**config.mk**
```make
export PLATFORM = sky130hd
export DESIGN_NAME = vkey_reader
export DESIGN_NICKNAME = d
export VERILOG_FILES = /design/src/rtl/vkey_pkg.sv /design/src/rtl/sync_fifo.sv /design/src/rtl/vkey_reader.sv
export SDC_FILE = /design/constraint.sdc
export NUM_CORES = 1
export LEC_CHECK = 0
export BUFFER_PORTS_ARGS = -buffer_cell sky130_fd_sc_hd__buf_2
export CORE_MARGIN = 3
export CORE_UTILIZATION = 40
export CTS_BUF_LIST = sky130_fd_sc_hd__clkbuf_2 sky130_fd_sc_hd__clkbuf_4 sky130_fd_sc_hd__clkbuf_8
export DETAILED_ROUTE_END_ITERATION = 7
export SETUP_SLACK_MARGIN = 0.2
export SLEW_MARGIN = 20
export SYNTH_ARGS = -nofsm -noshare
export SYNTH_HDL_FRONTEND = slang
export SYNTH_SLANG_ARGS = --single-unit
```
**constraint.sdc**
```tcl
create_clock -name CLK -period 3 [get_ports CLK]
set_input_delay 0.6 -clock CLK [delete_from_list [all_inputs] [get_ports CLK]]
set_output_delay 0.6 -clock CLK [all_outputs]
set_load 0.03 [all_outputs]
```
**src/rtl/vkey_pkg.sv**
```systemverilog
// vkey_pkg: shared definitions for the key-event reader.
//   state_t            - event-qualifier FSM encoding
//   NUM_COLS, KNOB_ROW - keypad geometry (row 7 is the rotary encoder)
//   CODE_W             - width of a queued key code
//   DEF_DEPTH          - default key-event FIFO depth
//   DEF_FILT_LEN       - default INT low-filter length in CLK cycles
//   key_code()         - row/column to linear key code
package vkey_pkg;

    localparam int NUM_COLS     = 5;
    localparam int KNOB_ROW     = 7;
    localparam int CODE_W       = 6;
    localparam int DEF_DEPTH    = 8;
    localparam int DEF_FILT_LEN = 4;

    typedef enum logic [1:0] {
        ST_IDLE,
        ST_QUAL,
        ST_CAPTURE,
        ST_WAIT_HIGH
    } state_t;

    // code = row*NUM_COLS + col; out-of-range columns (5..7) fold onto the
    // last column so every code stays within 0..39.
    function automatic logic [CODE_W-1:0] key_code(input logic [2:0] row,
                                                   input logic [2:0] col);
        logic [2:0] c;
        c = (col > 3'(NUM_COLS-1)) ? 3'(NUM_COLS-1) : col;
        return CODE_W'(row) * CODE_W'(NUM_COLS) + CODE_W'(c);
    endfunction

endpackage

```
**src/rtl/sync_fifo.sv**
```systemverilog
// sync_fifo: single-clock FIFO with show-ahead read data.
//   CLK, RST  - clock, synchronous active-high reset
//   wr_en     - push request (accepted when not full, or when popping)
//   wr_data   - push data
//   rd_en     - pop request (ignored when empty)
//   rd_data   - entry at the head, valid whenever !empty
//   count     - number of stored entries, 0..DEPTH
//   full      - count == DEPTH
//   empty     - count == 0
module sync_fifo
    import vkey_pkg::*;
#(
    parameter  int W     = CODE_W,
    parameter  int DEPTH = DEF_DEPTH,
    localparam int AW    = $clog2(DEPTH),
    localparam int CW    = AW + 1
) (
    input  logic          CLK,
    input  logic          RST,
    input  logic          wr_en,
    input  logic [W-1:0]  wr_data,
    input  logic          rd_en,
    output logic [W-1:0]  rd_data,
    output logic [CW-1:0] count,
    output logic          full,
    output logic          empty
);

    logic [W-1:0]  mem [DEPTH];
    logic [AW-1:0] wr_ptr;
    logic [AW-1:0] rd_ptr;
    logic          do_rd;
    logic          do_wr;

    assign empty   = (count == '0);
    assign full    = (count == CW'(DEPTH));
    assign rd_data = mem[rd_ptr];

    // A pop frees the slot in the same cycle, so a full FIFO still takes a
    // simultaneous push (the old head is read out before it is overwritten).
    assign do_rd = rd_en && !empty;
    assign do_wr = wr_en && (!full || do_rd);

    // DEPTH is a power of two, so pointers wrap by natural overflow.
    always_ff @(posedge CLK) begin
        if (RST) begin
            wr_ptr <= '0;
            rd_ptr <= '0;
            count  <= '0;
        end else begin
            if (do_wr) wr_ptr <= wr_ptr + AW'(1);
            if (do_rd) rd_ptr <= rd_ptr + AW'(1);
            count <= count + CW'(do_wr) - CW'(do_rd);
        end
    end

    always_ff @(posedge CLK) begin
        if (do_wr) mem[wr_ptr] <= wr_data;
    end

endmodule

```
**src/rtl/vkey_reader.sv**
```systemverilog
// vkey_reader: turns key-scanner interrupts into a queue of key codes.
//   CLK       - system clock
//   RST       - synchronous active-high reset
//   INT       - scanner interrupt, active low, asynchronous
//   VKEY      - scanner key word: [2:0] row, [6:4] column
//   KEY_RD    - host pop request
//   OVF_CLR   - clears the sticky overflow flag
//   KEY_CODE  - code at the FIFO head, 0 when empty
//   KEY_VALID - FIFO not empty
//   KEY_CNT   - stored entries, 0..DEPTH
//   OVF       - sticky: a key event was dropped on a full FIFO
module vkey_reader
    import vkey_pkg::*;
#(
    parameter int DEPTH    = DEF_DEPTH,
    parameter int FILT_LEN = DEF_FILT_LEN
) (
    input  logic              CLK,
    input  logic              RST,
    input  logic              INT,
    input  logic [15:0]       VKEY,
    input  logic              KEY_RD,
    input  logic              OVF_CLR,
    output logic [CODE_W-1:0] KEY_CODE,
    output logic              KEY_VALID,
    output logic [4:0]        KEY_CNT,
    output logic              OVF
);

    localparam int CW = $clog2(DEPTH) + 1;

    logic [1:0]        sync;
    logic [1:0]        sync_vld;
    logic              int_s;
    state_t            state;
    logic [3:0]        filt_cnt;

    logic              push;
    logic              pop;
    logic [CODE_W-1:0] push_code;
    logic [CODE_W-1:0] head;
    logic [CW-1:0]     fifo_cnt;
    logic              fifo_full;
    logic              fifo_empty;

    // Only row and column bits carry meaning.
    logic              unused_vkey;
    assign unused_vkey = ^{VKEY[15:7], VKEY[3]};

    assign int_s = sync[1];

    // ------------------------------------------------------------------
    // Synchronizer + event qualifier
    // ------------------------------------------------------------------
    // The synchronizer resets high, which looks like a released INT. sync_vld
    // keeps WAIT_HIGH from trusting it until both flops hold real samples, so
    // an INT already low at reset release cannot be mistaken for a new press.
    always_ff @(posedge CLK) begin
        if (RST) begin
            sync     <= 2'b11;
            sync_vld <= 2'b00;
            state    <= ST_WAIT_HIGH;
            filt_cnt <= '0;
        end else begin
            sync     <= {sync[0], INT};
            sync_vld <= {sync_vld[0], 1'b1};
            case (state)
                ST_IDLE: begin
                    if (!int_s) begin
                        state    <= ST_QUAL;
                        filt_cnt <= 4'd1;
                    end
                end
                ST_QUAL: begin
                    if (int_s)
                        state <= ST_IDLE;
                    else if (filt_cnt == 4'(FILT_LEN))
                        state <= ST_CAPTURE;
                    else
                        filt_cnt <= filt_cnt + 4'd1;
                end
                ST_CAPTURE: state <= ST_WAIT_HIGH;
                ST_WAIT_HIGH: begin
                    if (int_s && sync_vld[1]) state <= ST_IDLE;
                end
                default: state <= ST_WAIT_HIGH;
            endcase
        end
    end

    // One push per qualified assertion: CAPTURE is a single-cycle state.
    assign push      = (state == ST_CAPTURE);
    assign push_code = key_code(VKEY[2:0], VKEY[6:4]);
    assign pop       = KEY_RD && !fifo_empty;

    // ------------------------------------------------------------------
    // Key-event FIFO
    // ------------------------------------------------------------------
    sync_fifo #(
        .W     (CODE_W),
        .DEPTH (DEPTH)
    ) u_fifo (
        .CLK     (CLK),
        .RST     (RST),
        .wr_en   (push),
        .wr_data (push_code),
        .rd_en   (pop),
        .rd_data (head),
        .count   (fifo_cnt),
        .full    (fifo_full),
        .empty   (fifo_empty)
    );

    // A push lost to a full FIFO beats a clear in the same cycle.
    always_ff @(posedge CLK) begin
        if (RST)
            OVF <= 1'b0;
        else if (push && fifo_full && !pop)
            OVF <= 1'b1;
        else if (OVF_CLR)
            OVF <= 1'b0;
    end

    assign KEY_VALID = !fifo_empty;
    assign KEY_CODE  = fifo_empty ? '0 : head;
    assign KEY_CNT   = 5'(fifo_cnt);

endmodule
```
After elaboration in Yosys (flattened, before gate mapping)

Memory sizes are Yosys's and may differ from the RTL's. A register that Yosys moved wholly into a read port is not among the register bits.
Index checks and enable logic that the tools add are counted.

Register bits: 21
Bits in writable memories: 48
Logic and storage cells: 62
Memories kept: 1

Memories:

| name       | words | bits a word | rd ports | clocked after memory_dff | write ports | RTL line        | RTL |
|---|---|---|---|---|---|---|---|
| u_fifo.mem | 8     | 6           | 1        | 1                        | 1           | sync_fifo.sv:29 | `logic [W-1:0] mem [DEPTH];` |

Add/subtract/negate cells: 6
Multipliers: 1
Magnitude comparators: 1
Equality and inequality tests: 10
Multiplexer cells: 18
Reductions and logical operators: 16

Operators by type and width:

| cell                  | number |
|---|---|
| $mux W4               | 3 |
| $mux W3               | 3 |
| $mux W2               | 4 |
| $ne A2 B2 Y1 const B  | 4 |
| $pmux W2 S4           | 1 |
| $pmux W4 S2           | 1 |
| $add A3 B1 Y3 const B | 2 |
| $add A6 B3 Y6         | 1 |
| $logic_and A1 B1 Y1   | 6 |
| $mul A3 B3 Y6 const B | 1 |
| $mux W6               | 1 |
| $mux W1               | 5 |
| $add A4 B1 Y4         | 1 |
| $add A4 B1 Y4 const B | 1 |
| $eq A2 B2 Y1 const B  | 2 |
| $eq A4 B3 Y1 const B  | 1 |
| $eq A4 B4 Y1 const B  | 1 |
| $logic_not A4 Y1      | 1 |
| $reduce_and A4 Y1     | 1 |
| $reduce_bool A2 Y1    | 2 |
| $sub A4 B1 Y4         | 1 |
| $gt A3 B3 Y1 const B  | 1 |
| $logic_not A1 Y1      | 3 |
| $ne A3 B3 Y1 const B  | 1 |
| 4 further kinds       | 4 |

Depth between registers and ports, before layout

Gate-level depths: netlist (run 1).

Word-level depth: 8
Gate-level depth with buffers: 11
Mapped depth without buffers: 11

Hierarchy

From an unflattened synthesis (run 1), not the netlist that was laid out.

Cell total of the unflattened synthesis: 245
Area total of the unflattened synthesis: 3343.2 um2

Modules (own cells, without submodules):

| module      | instances | cells each | area an instance (um2) | seq. area each (um2) |
|---|---|---|---|---|
| sync_fifo   | 1         | 159        | 2575.0                 | 1701.6 |
| vkey_reader | 1         | 86         | 768.2                  | 220.2 |

Worst setup path after synthesis (run 1)

Ideal clock, no wire load.

Path kind: register to register
Start point: reg u_fifo.count[2]
End point: reg u_fifo.count[3]
Data arrival time: 2.327 ns
Slack: 0.553 ns
Stages on the path, launching flop included: 11
Clock period less this slack: 2.447 ns
Cells stage by stage: dfxtp_1 -> inv_1 -> ha_1 -> nor3b_2 -> nor2_1 -> ha_1 -> inv_1 -> ha_1 -> a21o_1 -> a21oi_1 -> mux2_2

Word-level cells in the longest chain between the ends: 8
Elaborated cells between the ends (all ways): 10
Classes of those cells: 2 x add/sub; 1 x eq/ne; 7 x reduce/logical

RTL lines:

| item                    | RTL line                           | RTL |
|---|---|---|
| from (decl)             | sync_fifo.sv:24                    | `output logic [CW-1:0] count,` |
| from (signal assigned)  | sync_fifo.sv:53                    | `count <= count + CW'(do_wr) - CW'(do_rd);` |
| $logic_not A4 Y1 (*)    | sync_fifo.sv:35                    | `assign empty = (count == '0);` |
| $logic_not A1 Y1 (*)    | sync_fifo.sv:41, vkey_reader.sv:94 |  |
| $logic_and A1 B1 Y1     | vkey_reader.sv:94                  | `assign pop = KEY_RD && !fifo_empty;` |
| $logic_and A1 B1 Y1 (*) | sync_fifo.sv:41                    | `assign do_rd = rd_en && !empty;` |
| net u_fifo.do_rd        | sync_fifo.sv:32                    | `logic do_rd;` |
| $logic_or A1 B1 Y1      | sync_fifo.sv:42                    | `assign do_wr = wr_en && (!full \|\| do_rd);` |
| $logic_and A1 B1 Y1     | sync_fifo.sv:42                    |  |
| $add A4 B1 Y4           | sync_fifo.sv:53                    |  |
| $sub A4 B1 Y4 (*)       | sync_fifo.sv:53                    |  |

The timed path passes the listed nets; every way through them passes the cells marked *.
A chain may end at the register's enable or synchronous reset.

Worst setup path in the final report (run 1)

Start point: reg u_fifo.count[2]
End point: out KEY_CODE[1]

Word-level cells in the longest chain between the ends: 2

RTL lines:

| item             | RTL line           | RTL |
|---|---|---|
| $logic_not A4 Y1 | sync_fifo.sv:35    |  |
| $mux W6          | vkey_reader.sv:125 | `assign KEY_CODE = fifo_empty ? '0 : head;` |
| to (decl)        | vkey_reader.sv:24  | `output logic [CODE_W-1:0] KEY_CODE,` |

Every way passes these cells.

==> flow_metrics.py, run 1 <==
metrics = {
    "global_route": {
        "grt_usage_pct": 13.8,
        "antenna_found_initial": 0,
        "grt_pass1_wl_mm": 9.29,
        "grt_max_degree": 26,
        "grt_pass1_vias": 1898,
        "grt-ovfl-total": 0,
    },
    "pwr": {
        "p_leak_nw": 1.38,
        "p_int_w": 0.00179,
        "swShare_pct": 34.0,
        "p_clk_share_pct": 24.6,
        "switching_power_w": 0.000921,
        "comb_power_share_pct": 30.9,
        "peakVddDrop_mv": 0.210,
        "p_seq_share_pct": 44.5,
        "powerDensity_mw_per_mm2": 738,
    },
    "die": {
        "rows": 32,
        "core_area_mm2": 0.00781,
        "die_area_mm2": 0.00928,
        "fp.dieH_um": 96.4,
        "die_w_um": 96.4,
        "ioPinCount": 34,
        "start_util_pct": 41.8,
    },
    "synth": {
        "synth_top_cell_area_share_pct": 44.1,
        "ys.flop_type": "edfxtp_1",
        "syn_nets": 280,
        "synth_edf_count": 48,
        "syn_area_mm2": 0.00327,
        "yosys_warnings": 0,
        "synthCells": 238,
        "synth.area.top_cells": "edfxtp_1 (44%), dfxtp_1 (15%), mux4_2 (8.3%)",
        "yosys-top-cells-count": "edfxtp_1 (48), dfxtp_1 (24), ha_1 (19)",
        "yosysTopAreaCell": "edfxtp_1",
        "yosys.cell_types.count": 47,
        "synth_most_common_cell": "edfxtp_1",
        "syn_area_per_cell_um2": 13.7,
        "async_flop_share_pct": 0,
        "seq_area_frac_synth_pct": 58.9,
        "synth_seq_cells": 72,
    },
    "worst_setup_path": {
        "slowest_stage": "nor3b_2",
        "cp.required_ns": 2.40,
        "crit_type": "register to output pin",
        "cpPeakStageDelay_ns": 0.37,
        "critPathLaunchType": "register",
        "path_max_fanout": 6,
        "crit_path_end_kind": "output pin",
        "cp_data_arrival_time_ns": 2.04,
        "path_cells": "inv_1 -> ha_1 -> nor3b_2 -> inv_2 -> and2_4 -> a22o_1 -> buf_2",
    },
    "detailed_routing": {
        "dr.pass1.iters": 4,
        "postRouteAntennaNets": 0,
        "totalWireLength_mm": 5.75,
        "via_count": 1897,
        "drc_errors": 0,
        "viasPerCell": 5.06,
        "drt-initial-drc-count": 72,
        "drt-wirelength-per-cell_um": 15.3,
    },
    "worst_hold_path": {
        "min_path_type": "register to register",
    },
    "clock_tree": {
        "clk_pin_slew_ns": 0.07,
        "clock_sinks": 72,
        "htree_levels": 3,
        "insertion_delay_ns": 0.34,
        "numCtsBuffers": 9,
        "cts_buffer_depth": 2,
        "cts_tree": "built",
        "cts_root_buf": "clkbuf_8",
    },
    "sta": {
        "slew_violations": 0,
        "worst_pin_slew_ns": 0.739,
        "fmax_mhz": 378,
        "fin_tns_setup_ns": 0,
        "finalHoldViolCount": 0,
        "holdWs_ns": 0.411,
        "fin_crit_sh_pct": 88.1,
        "rsz0062_at_grt": "no",
        "final.min_clock_period_ns": 2.64,
        "setup_viol": 0,
        "slew_headroom_pct": 50.6,
        "finClkSkew_ns": 0.00569,
        "final.setup.worst_slack_ns": 0.356,
    },
    "final_layout": {
        "antennaDiodeCount": 0,
        "nets": 310,
        "synthToLayoutAreaGrowth_pct": 12.5,
        "fin_area_mm2": 0.00367,
        "filler_cell_count": 717,
        "drive_gt1_share_pct": 25.6,
    },
    "placement": {
        "place_ws_ns": 0.384,
        "numPortBuffers": 22,
        "placed_area_mm2": 0.00349,
        "dp_hpwl_mm": 3.97,
        "routabilityCongestion": 0.783,
    },
    "run_status": {
        "status": "completed",
    },
    "flow_run": {
        "max_cap_viol_count": 0,
    },
}
[cell usage in the layout, fill, tap and decap left out, types with 2 or more instances in the layout]
cell type,count
edfxtp_1,48
dfxtp_1,24
buf_2,22
ha_1,19
inv_1,16
nor2_1,13
mux4_2,12
nor2b_1,11
o21ai_0,9
a21oi_1,9
clkbuf_8,9
a22o_1,6
nand2_1,6
buf_4,6
nand2b_1,4
nand3_1,4
nor3_1,4
nand3b_1,3
a31oi_1,3
clkinvlp_4,3
nor3b_1,2
a21o_1,2
xnor2_1,2
or3_1,2
a31o_2,2
or2_2,2
nand4_1,2
mux2_2,2
a211oi_1,2
mux2i_1,2
fa_1,2
[critical path: cells and delay by family, from the launching register on]
| family | cells | cell delay, ns |
|---|---|---|
| simple gates | 2 | 0.58 |
| buf+inv | 3 | 0.38 |
| flops | 1 | 0.32 |
| compound gates | 1 | 0.23 |
| fa+ha+maj | 1 | 0.19 |
[what timing repair did]
| item | CTS | global route |
|---|---|---|
| buffers inserted | 0 | 0 |
| endpoints found under the setup margin | 0 | 2 |
| hold buffers | 0 | 0 |
| resized for setup | 0 | 1 |
[logic make-up after synthesis]
| logic type | count (synthesis) | share of synthesized area, % |
|---|---|---|
| buffers and inverters | 26 | 3.60 |
| DFF | 72 | 58.9 |
| and+or+nand+nor | 61 | 10.6 |
| adders and majority gates | 21 | 8.51 |
| muxes | 17 | 10.0 |
| other | 1 | 0.115 |
| xor gates and xnor gates | 3 | 0.805 |
| AOI/OAI and AO/OA | 37 | 7.47 |
[worst paths after layout]
check | cells past startpoint | start | slack, ns | end
min | 1 | sync[0] | 0.41 | sync[1]
min reg2reg | 1 | sync[0] | 0.41 | sync[1]
max reg2reg | 10 | u_fifo.count[2] | 0.57 | u_fifo.count[3]
max | 7 | u_fifo.count[2] | 0.36 | KEY_CODE[1]
[layout make-up]
class	instances	area [µm²]	share of cell area (%)
sequential	72	1920	52.3
multi-input combinational	140	1230	33.4
timing repair buffer	28	155	4.22
clock buffer	10	131	3.58
tap	102	128	3.47
inverter	17	63.8	1.74
clock inverter	6	45.0	1.23
[power by group through the flow]
stage                     Sequential (W)  Combinational [W]  Clock, W
after global routing             0.00122           0.000941  0.000728
after detailed placement         0.00123           0.000854         0
final                            0.00121           0.000838  0.000668
after global placement           0.00123           0.000841         0
after CTS                        0.00121           0.000857  0.000694
after floorplan                  0.00125           0.000615         0
[flip-flops by register name, summed over array words and instances (netlist names), named ones only]
name and flops:
OVF 1, u_fifo.wr_ptr 3, sync_vld 2, state 1, u_fifo.mem 48, u_fifo.rd_ptr 3
u_fifo.count 4, sync 2, filt_cnt 4
[per-layer routing]
layer	track usage, %	part of all wire (%)
met5	0	0
met2	22.5	50
met3	2.50	4.4
met1	17.4	44
met4	6.89	1.3
[per-stage QoR]
stage / total power, W / instances / utilization [%]
3_5_place_dp: 0.00209 / 359 / 44.8
6_report: 0.00271 / 375 / 47.1
5_1_grt: 0.00289 / 375 / 47.1
2_1_floorplan: 0.00187 / 238 / -
4_1_cts: 0.00276 / 375 / 47.0
3_3_place_gp: 0.00207 / 359 / 44.8
No activity file was read; power rests on OpenSTA's default activity.
==> run 2: changes to the inputs <==
--- a/config.mk
+++ b/config.mk
@@ -6,10 +6,12 @@
 export NUM_CORES = 1
 export LEC_CHECK = 0
 export BUFFER_PORTS_ARGS = -buffer_cell sky130_fd_sc_hd__buf_2
+export CORE_ASPECT_RATIO = 0.7
 export CORE_MARGIN = 3
 export CORE_UTILIZATION = 40
 export CTS_BUF_LIST = sky130_fd_sc_hd__clkbuf_2 sky130_fd_sc_hd__clkbuf_4 sky130_fd_sc_hd__clkbuf_8
 export DETAILED_ROUTE_END_ITERATION = 7
+export PLACE_DENSITY_LB_ADDON = 0.05
 export SETUP_SLACK_MARGIN = 0.2
 export SLEW_MARGIN = 20
 export SYNTH_ARGS = -nofsm -noshare
==> run 2 against run 1 <==
Count of clock-buffer cells in the layout is 1 lower. Die area up 0.18%. Hold slack got worse by 0.0013 ns. Clock skew increased by 0.0023 ns. Wire length grew 4.6%. Sequential cell count unchanged. Sequential power barely moved. Register-to-register slack better by 0.06 ns. Power is 9.7% higher. Maximum frequency increased by 1.7%. Non-clock buffer count is 3 higher. Critical path type unchanged. Highest routed layer unchanged.
==> flow_metrics.py, run 2 (synthesis results as in run 1) <==
metrics = {
    "final_layout": {
        "final_cell_mix": "edfxtp_1 (48), dfxtp_1 (24), buf_2 (22)",
        "drive_gt1_share_pct": 25.4,
        "regMostFlops": "u_fifo.mem",
        "fin_util_pct": 49.3,
        "layout_commonest_cell": "edfxtp_1",
        "multi_input_area_mm2": 0.00123,
        "antennaDiodeCount": 0,
        "synthToLayoutAreaGrowth_pct": 14.9,
        "filler_cell_count": 675,
        "regArea_mm2": 0.00192,
        "largest_reg_flops": 48,
        "nets": 313,
        "reg.largest.list": "u_fifo.mem: 48 flops, filt_cnt: 4 flops, u_fifo.count: 4 flops",
        "stdcell_count": 374,
        "fin_area_mm2": 0.00375,
    },
    "worst_setup_path": {
        "reg2regPathDepth": 10,
        "crit_path_end_kind": "output pin",
        "critPathLaunchType": "register",
        "path_max_fanout": 6,
        "slowest_stage": "nor3b_4",
        "timing.rr.start": "u_fifo.count[2]",
        "crit_type": "register to output pin",
        "r2r_slack_ns": 0.63,
        "path_cells": "inv_1 -> ha_1 -> nor3b_4 -> inv_2 -> and2_4 -> a22o_1 -> buf_2",
        "cp_data_arrival_time_ns": 2.00,
        "cp.required_ns": 2.40,
        "cpPeakStageDelay_ns": 0.32,
        "crit_family": "simple AND/OR/NAND/NOR gates",
        "reg2reg_to": "u_fifo.count[3]",
        "crit_buf_inv": 3,
    },
    "clock_tree": {
        "cts_buffer_depth": 2,
        "cts_tree": "built",
        "htree_levels": 3,
        "numCtsBuffers": 9,
        "cts_root_buf": "clkbuf_8",
        "post_cts_buffers": 0,
        "clk_pin_slew_ns": 0.07,
        "clock_sinks": 72,
        "insertion_delay_ns": 0.34,
    },
    "sta": {
        "finClkSkew_ns": 0.00802,
        "fin_tns_setup_ns": 0,
        "fmax_mhz": 385,
        "finalHoldViolCount": 0,
        "fin_crit_sh_pct": 86.7,
        "worst_pin_slew_ns": 0.729,
        "rsz0062_at_grt": "no",
        "final.min_clock_period_ns": 2.60,
        "setup_viol": 0,
        "slew_headroom_pct": 51.1,
        "slew_violations": 0,
    },
    "placement": {
        "routabilityCongestion": 0.771,
        "dp_cells": 358,
        "dp_hpwl_mm": 4.18,
        "numPortBuffers": 22,
        "placed_area_mm2": 0.00351,
    },
    "run_status": {
        "status": "completed",
    },
    "detailed_routing": {
        "via_count": 1939,
        "drt-initial-drc-count": 86,
        "totalWireLength_mm": 6.01,
        "postRouteAntennaNets": 0,
        "drc_errors": 0,
        "dr.pass1.iters": 4,
        "drt-wirelength-per-cell_um": 16.1,
        "viasPerCell": 5.18,
    },
    "global_route": {
        "grt_usage_pct": 14.9,
        "grt_pass1_vias": 1935,
        "met1_usage_pct": 21.9,
        "use_met2_pct": 20.8,
        "grt-ovfl-total": 0,
        "grt_max_degree": 26,
        "antenna_found_initial": 0,
        "use_met3_pct": 4.71,
        "grt_pass1_wl_mm": 10.2,
        "busiest_layer": "met1",
    },
    "pwr": {
        "power_w": 0.00297,
        "powerDensity_mw_per_mm2": 793,
        "p_leak_nw": 1.42,
        "peakVddDrop_mv": 0.385,
    },
    "die": {
        "fp.dieH_um": 81.6,
        "start_util_pct": 42.9,
        "rows": 26,
        "die_w_um": 114,
        "die_area_mm2": 0.00930,
        "core_area_mm2": 0.00761,
        "ioPinCount": 34,
    },
    "worst_hold_path": {
        "min_path_type": "register to register",
        "min_path_cells": 1,
        "min_from": "sync[0]",
        "min_to": "sync[1]",
    },
    "flow_run": {
        "max_cap_viol_count": 0,
    },
}
run 2: power breakdown:
group	total (W)	leakage (nW)	switching, W	internal (W)
Clock	0.000888	0.114	0.000343	0.000545
Combinational	0.000877	0.679	0.000516	0.000360
Sequential	0.00121	0.631	0.0000687	0.00114
Total	0.00297	1.42	0.000928	0.00205
run 2: per-layer routing:
metal	wire, µm	vias up	share of wire, %
met3	290	5	4.8
met1	3150	956	52
met5	0	-	0
met2	2520	32	42
met4	52	0	0.86
li1	-	946	-
run 2: worst max-delay path by stage:
stage | slack, ns | cells after the start | startpoint | endpoint
floorplan | 0.55 | 10 | u_fifo.count[2] | u_fifo.count[3]
global placement | 0.34 | 6 | VKEY[0] | u_fifo.mem[0][3]
detailed placement | 0.33 | 6 | VKEY[0] | u_fifo.mem[1][3]
CTS | 0.29 | 7 | u_fifo.count[2] | KEY_CODE[0]
global route | 0.26 | 7 | u_fifo.count[2] | KEY_CODE[0]
finish | 0.40 | 7 | u_fifo.count[2] | KEY_CODE[0]
run 2: repair_timing:
action	CTS	global route
hold buffers	0	0
gates resized for setup	0	1
setup endpoints to repair	0	1
run 2: final cells by class:
type | count | share of cell area, %
multi-input combinational | 140 | 32.8
tap | 98 | 3.27
timing repair buffer | 31 | 4.73
sequential | 72 | 51.2
clock inverter | 7 | 2.93
inverter | 17 | 1.70
clock buffer | 9 | 3.30
run 2: per-stage QoR:
step                      setup WS [ns]  hold slack [ns]
after global routing              0.265            0.416
after detailed placement          0.332            0.398
after floorplan                   0.553            0.389
final                             0.399            0.410
after CTS                         0.291            0.409
after global placement            0.340            0.396
==> run 3: changes to the inputs <==
--- a/config.mk
+++ b/config.mk
@@ -5,12 +5,13 @@
 export SDC_FILE = /design/constraint.sdc
 export NUM_CORES = 1
 export LEC_CHECK = 0
-export BUFFER_PORTS_ARGS = -buffer_cell sky130_fd_sc_hd__buf_2
+export ABC_AREA = 1
 export CORE_ASPECT_RATIO = 0.7
 export CORE_MARGIN = 3
 export CORE_UTILIZATION = 40
 export CTS_BUF_LIST = sky130_fd_sc_hd__clkbuf_2 sky130_fd_sc_hd__clkbuf_4 sky130_fd_sc_hd__clkbuf_8
 export DETAILED_ROUTE_END_ITERATION = 7
+export DONT_BUFFER_PORTS = 1
 export PLACE_DENSITY_LB_ADDON = 0.05
 export SETUP_SLACK_MARGIN = 0.2
 export SLEW_MARGIN = 20
==> run 3 against run 2 <==
Sequential share of layout area increased by 0.29 points. Final cell count increased by 24%. Largest cell class unchanged. Setup slack improved by 0.11 ns. Register-to-register slack got worse by 0.12 ns. Core utilization decreased by 2.9 points. Area after synthesis increased by 3.8%. Sequential power increased by 4%. Power increased by 4.3%. Synthesized cell count increased by 45%. Via count increased by 13%. Critical path depth increased by 4. Critical endpoint is now u_fifo.count[2].
==> flow_metrics.py, run 3 <==
metrics = {
    "pwr": {
        "switching_power_w": 0.00118,
        "swShare_pct": 38.2,
        "p_int_w": 0.00192,
        "p_leak_nw": 1.49,
        "powerDensity_mw_per_mm2": 832,
        "comb_power_share_pct": 36.6,
        "p_seq_share_pct": 40.7,
        "peakVddDrop_mv": 0.555,
        "p_clk_share_pct": 22.6,
    },
    "sta": {
        "setup_viol": 0,
        "fin_crit_sh_pct": 82.9,
        "slew_violations": 0,
        "final.min_clock_period_ns": 2.49,
        "rsz0062_at_grt": "no",
        "worst_pin_slew_ns": 0.714,
        "finalHoldViolCount": 0,
        "fmax_mhz": 402,
        "finClkSkew_ns": 0.00909,
        "holdWs_ns": 0.302,
        "fin_tns_setup_ns": 0,
        "final.setup.worst_slack_ns": 0.513,
        "slew_headroom_pct": 52.2,
    },
    "worst_hold_path": {
        "min_path_type": "input port to register",
        "min_path_cells": 1,
    },
    "placement": {
        "place_ws_ns": 0.497,
        "dp_cells": 448,
        "dp_hpwl_mm": 4.83,
        "routabilityCongestion": 0.741,
        "numPortBuffers": 0,
    },
    "final_layout": {
        "regArea_mm2": 0.00192,
        "nets": 400,
        "stdcell_count": 464,
        "reg.largest.list": "u_fifo.mem: 48 flops, filt_cnt: 4 flops, u_fifo.count: 4 flops",
        "final_cell_mix": "nor2_1 (74), edfxtp_1 (48), nand2_1 (35)",
        "antennaDiodeCount": 0,
        "drive_gt1_share_pct": 15.2,
        "layout_commonest_cell": "nor2_1",
        "regMostFlops": "u_fifo.mem",
        "synthToLayoutAreaGrowth_pct": 10.1,
        "largest_reg_flops": 48,
        "filler_cell_count": 806,
        "multi_input_area_mm2": 0.00125,
        "fin_util_pct": 46.4,
    },
    "die": {
        "start_util_pct": 42.1,
        "core_area_mm2": 0.00804,
        "rows": 27,
        "ioPinCount": 34,
        "die_area_mm2": 0.00963,
        "fp.dieH_um": 83.0,
        "die_w_um": 116,
    },
    "detailed_routing": {
        "postRouteAntennaNets": 0,
        "drc_errors": 0,
        "drt-initial-drc-count": 79,
        "drt-wirelength-per-cell_um": 14.3,
        "via_count": 2185,
        "dr.pass1.iters": 4,
        "viasPerCell": 4.71,
        "totalWireLength_mm": 6.64,
    },
    "global_route": {
        "grt_usage_pct": 15.7,
        "use_met3_pct": 5.61,
        "grt-ovfl-total": 0,
        "met1_usage_pct": 22.7,
        "use_met2_pct": 21.8,
        "grt_max_degree": 25,
        "grt_pass1_vias": 2222,
        "grt_pass1_wl_mm": 11.3,
        "busiest_layer": "met1",
        "antenna_found_initial": 0,
    },
    "flow_run": {
        "max_cap_viol_count": 0,
    },
    "synth": {
        "synth_most_common_cell": "nor2_1",
        "synth_seq_cells": 72,
        "yosys_warnings": 0,
        "synthCells": 344,
        "syn_area_per_cell_um2": 9.85,
        "ys.flop_type": "edfxtp_1",
        "synth_top_cell_area_share_pct": 42.5,
        "synth_edf_count": 48,
        "synth.area.top_cells": "edfxtp_1 (43%), dfxtp_1 (14%), nor2_1 (8.2%)",
        "yosys.cell_types.count": 31,
        "syn_area_mm2": 0.00339,
        "yosysTopAreaCell": "edfxtp_1",
        "syn_nets": 386,
        "seq_area_frac_synth_pct": 56.7,
        "yosys-top-cells-count": "nor2_1 (74), edfxtp_1 (48), nand2_1 (35)",
        "async_flop_share_pct": 0,
    },
    "clock_tree": {
        "cts_tree": "built",
        "cts_root_buf": "clkbuf_8",
        "clk_pin_slew_ns": 0.08,
        "hold_buffers": 0,
        "cts_resized": 0,
        "numCtsBuffers": 9,
        "cts_buffer_depth": 2,
        "insertion_delay_ns": 0.35,
        "htree_levels": 3,
        "clock_sinks": 72,
        "post_cts_buffers": 0,
    },
    "worst_setup_path": {
        "reg2regPathDepth": 11,
        "cp_data_arrival_time_ns": 2.72,
        "crit_path_end_kind": "register",
        "cp.required_ns": 3.24,
        "critPathLaunchType": "register",
        "path_max_fanout": 8,
        "crit_type": "register to register",
    },
    "run_status": {
        "status": "completed",
    },
}
run 3: cell types whose count changed after synthesis, moves of 11 or more:
cell     delta
mux4_2     -12
nor2_1     +60
nor2b_1    -11
inv_1      +14
o21ai_1    +23
nand2_1    +29
nand3_1    +15
run 3: logic make-up after synthesis:
logic type                 synth area share, %
and+or+nand+nor                           20.0
DFF                                       56.7
AOI/OAI and AO/OA                         7.72
buffers and inverters                     6.46
adders and majority gates                 8.20
xor gates and xnor gates                 0.776
other                                    0.111
run 3: layout make-up:
class	count	area share (%)
inverter	35	3.66
timing repair buffer	15	3.02
sequential	72	51.5
clock inverter	4	0.738
clock buffer	12	4.26
tap	101	3.39
multi-input combinational	225	33.4
run 3: path summary, 6_finish.rpt:
path,start,slack (ns),end
min reg2reg,sync_vld[0],0.42,sync_vld[1]
max reg2reg,u_fifo.count[1],0.51,u_fifo.count[2]
min,RST,0.30,u_fifo.wr_ptr[2]
max,u_fifo.count[1],0.51,u_fifo.count[2]
run 3: routing by layer:
| metal | wire length (µm) | up-vias |
|---|---|---|
| li1 | - | 1166 |
| met1 | 3600 | 1000 |
| met2 | 2820 | 17 |
| met3 | 197 | 2 |
| met4 | 26 | 0 |
| met5 | 0 | - |
run 3: stage by stage:
step / instance area (µm²) / power (W)
after global routing: 3730 / 0.00335
final: 3730 / 0.00310
after global placement: 3540 / 0.00242
after detailed placement: 3540 / 0.00244
after floorplan: 3390 / 0.00212
after CTS: 3730 / 0.00315
run 3: worst max-delay path: stages, from the launching register on:
cell	delay, ns
dfxtp_1	0.68
nor2_2	0.11
nand2_4	0.21
nand2_4	0.10
inv_2	0.13
ha_1	0.24
inv_1	0.06
ha_1	0.15
inv_1	0.06
fa_1	0.40
o21ai_0	0.17
a21oi_1	0.06
run 3: power groups by stage:
stage | combinational (W) | sequential [W] | clock, W
after CTS | 0.00116 | 0.00126 | 0.000731
after global routing | 0.00128 | 0.00128 | 0.000786
after detailed placement | 0.00115 | 0.00129 | 0
final | 0.00114 | 0.00126 | 0.000703
after floorplan | 0.000827 | 0.00129 | 0
after global placement | 0.00114 | 0.00129 | 0
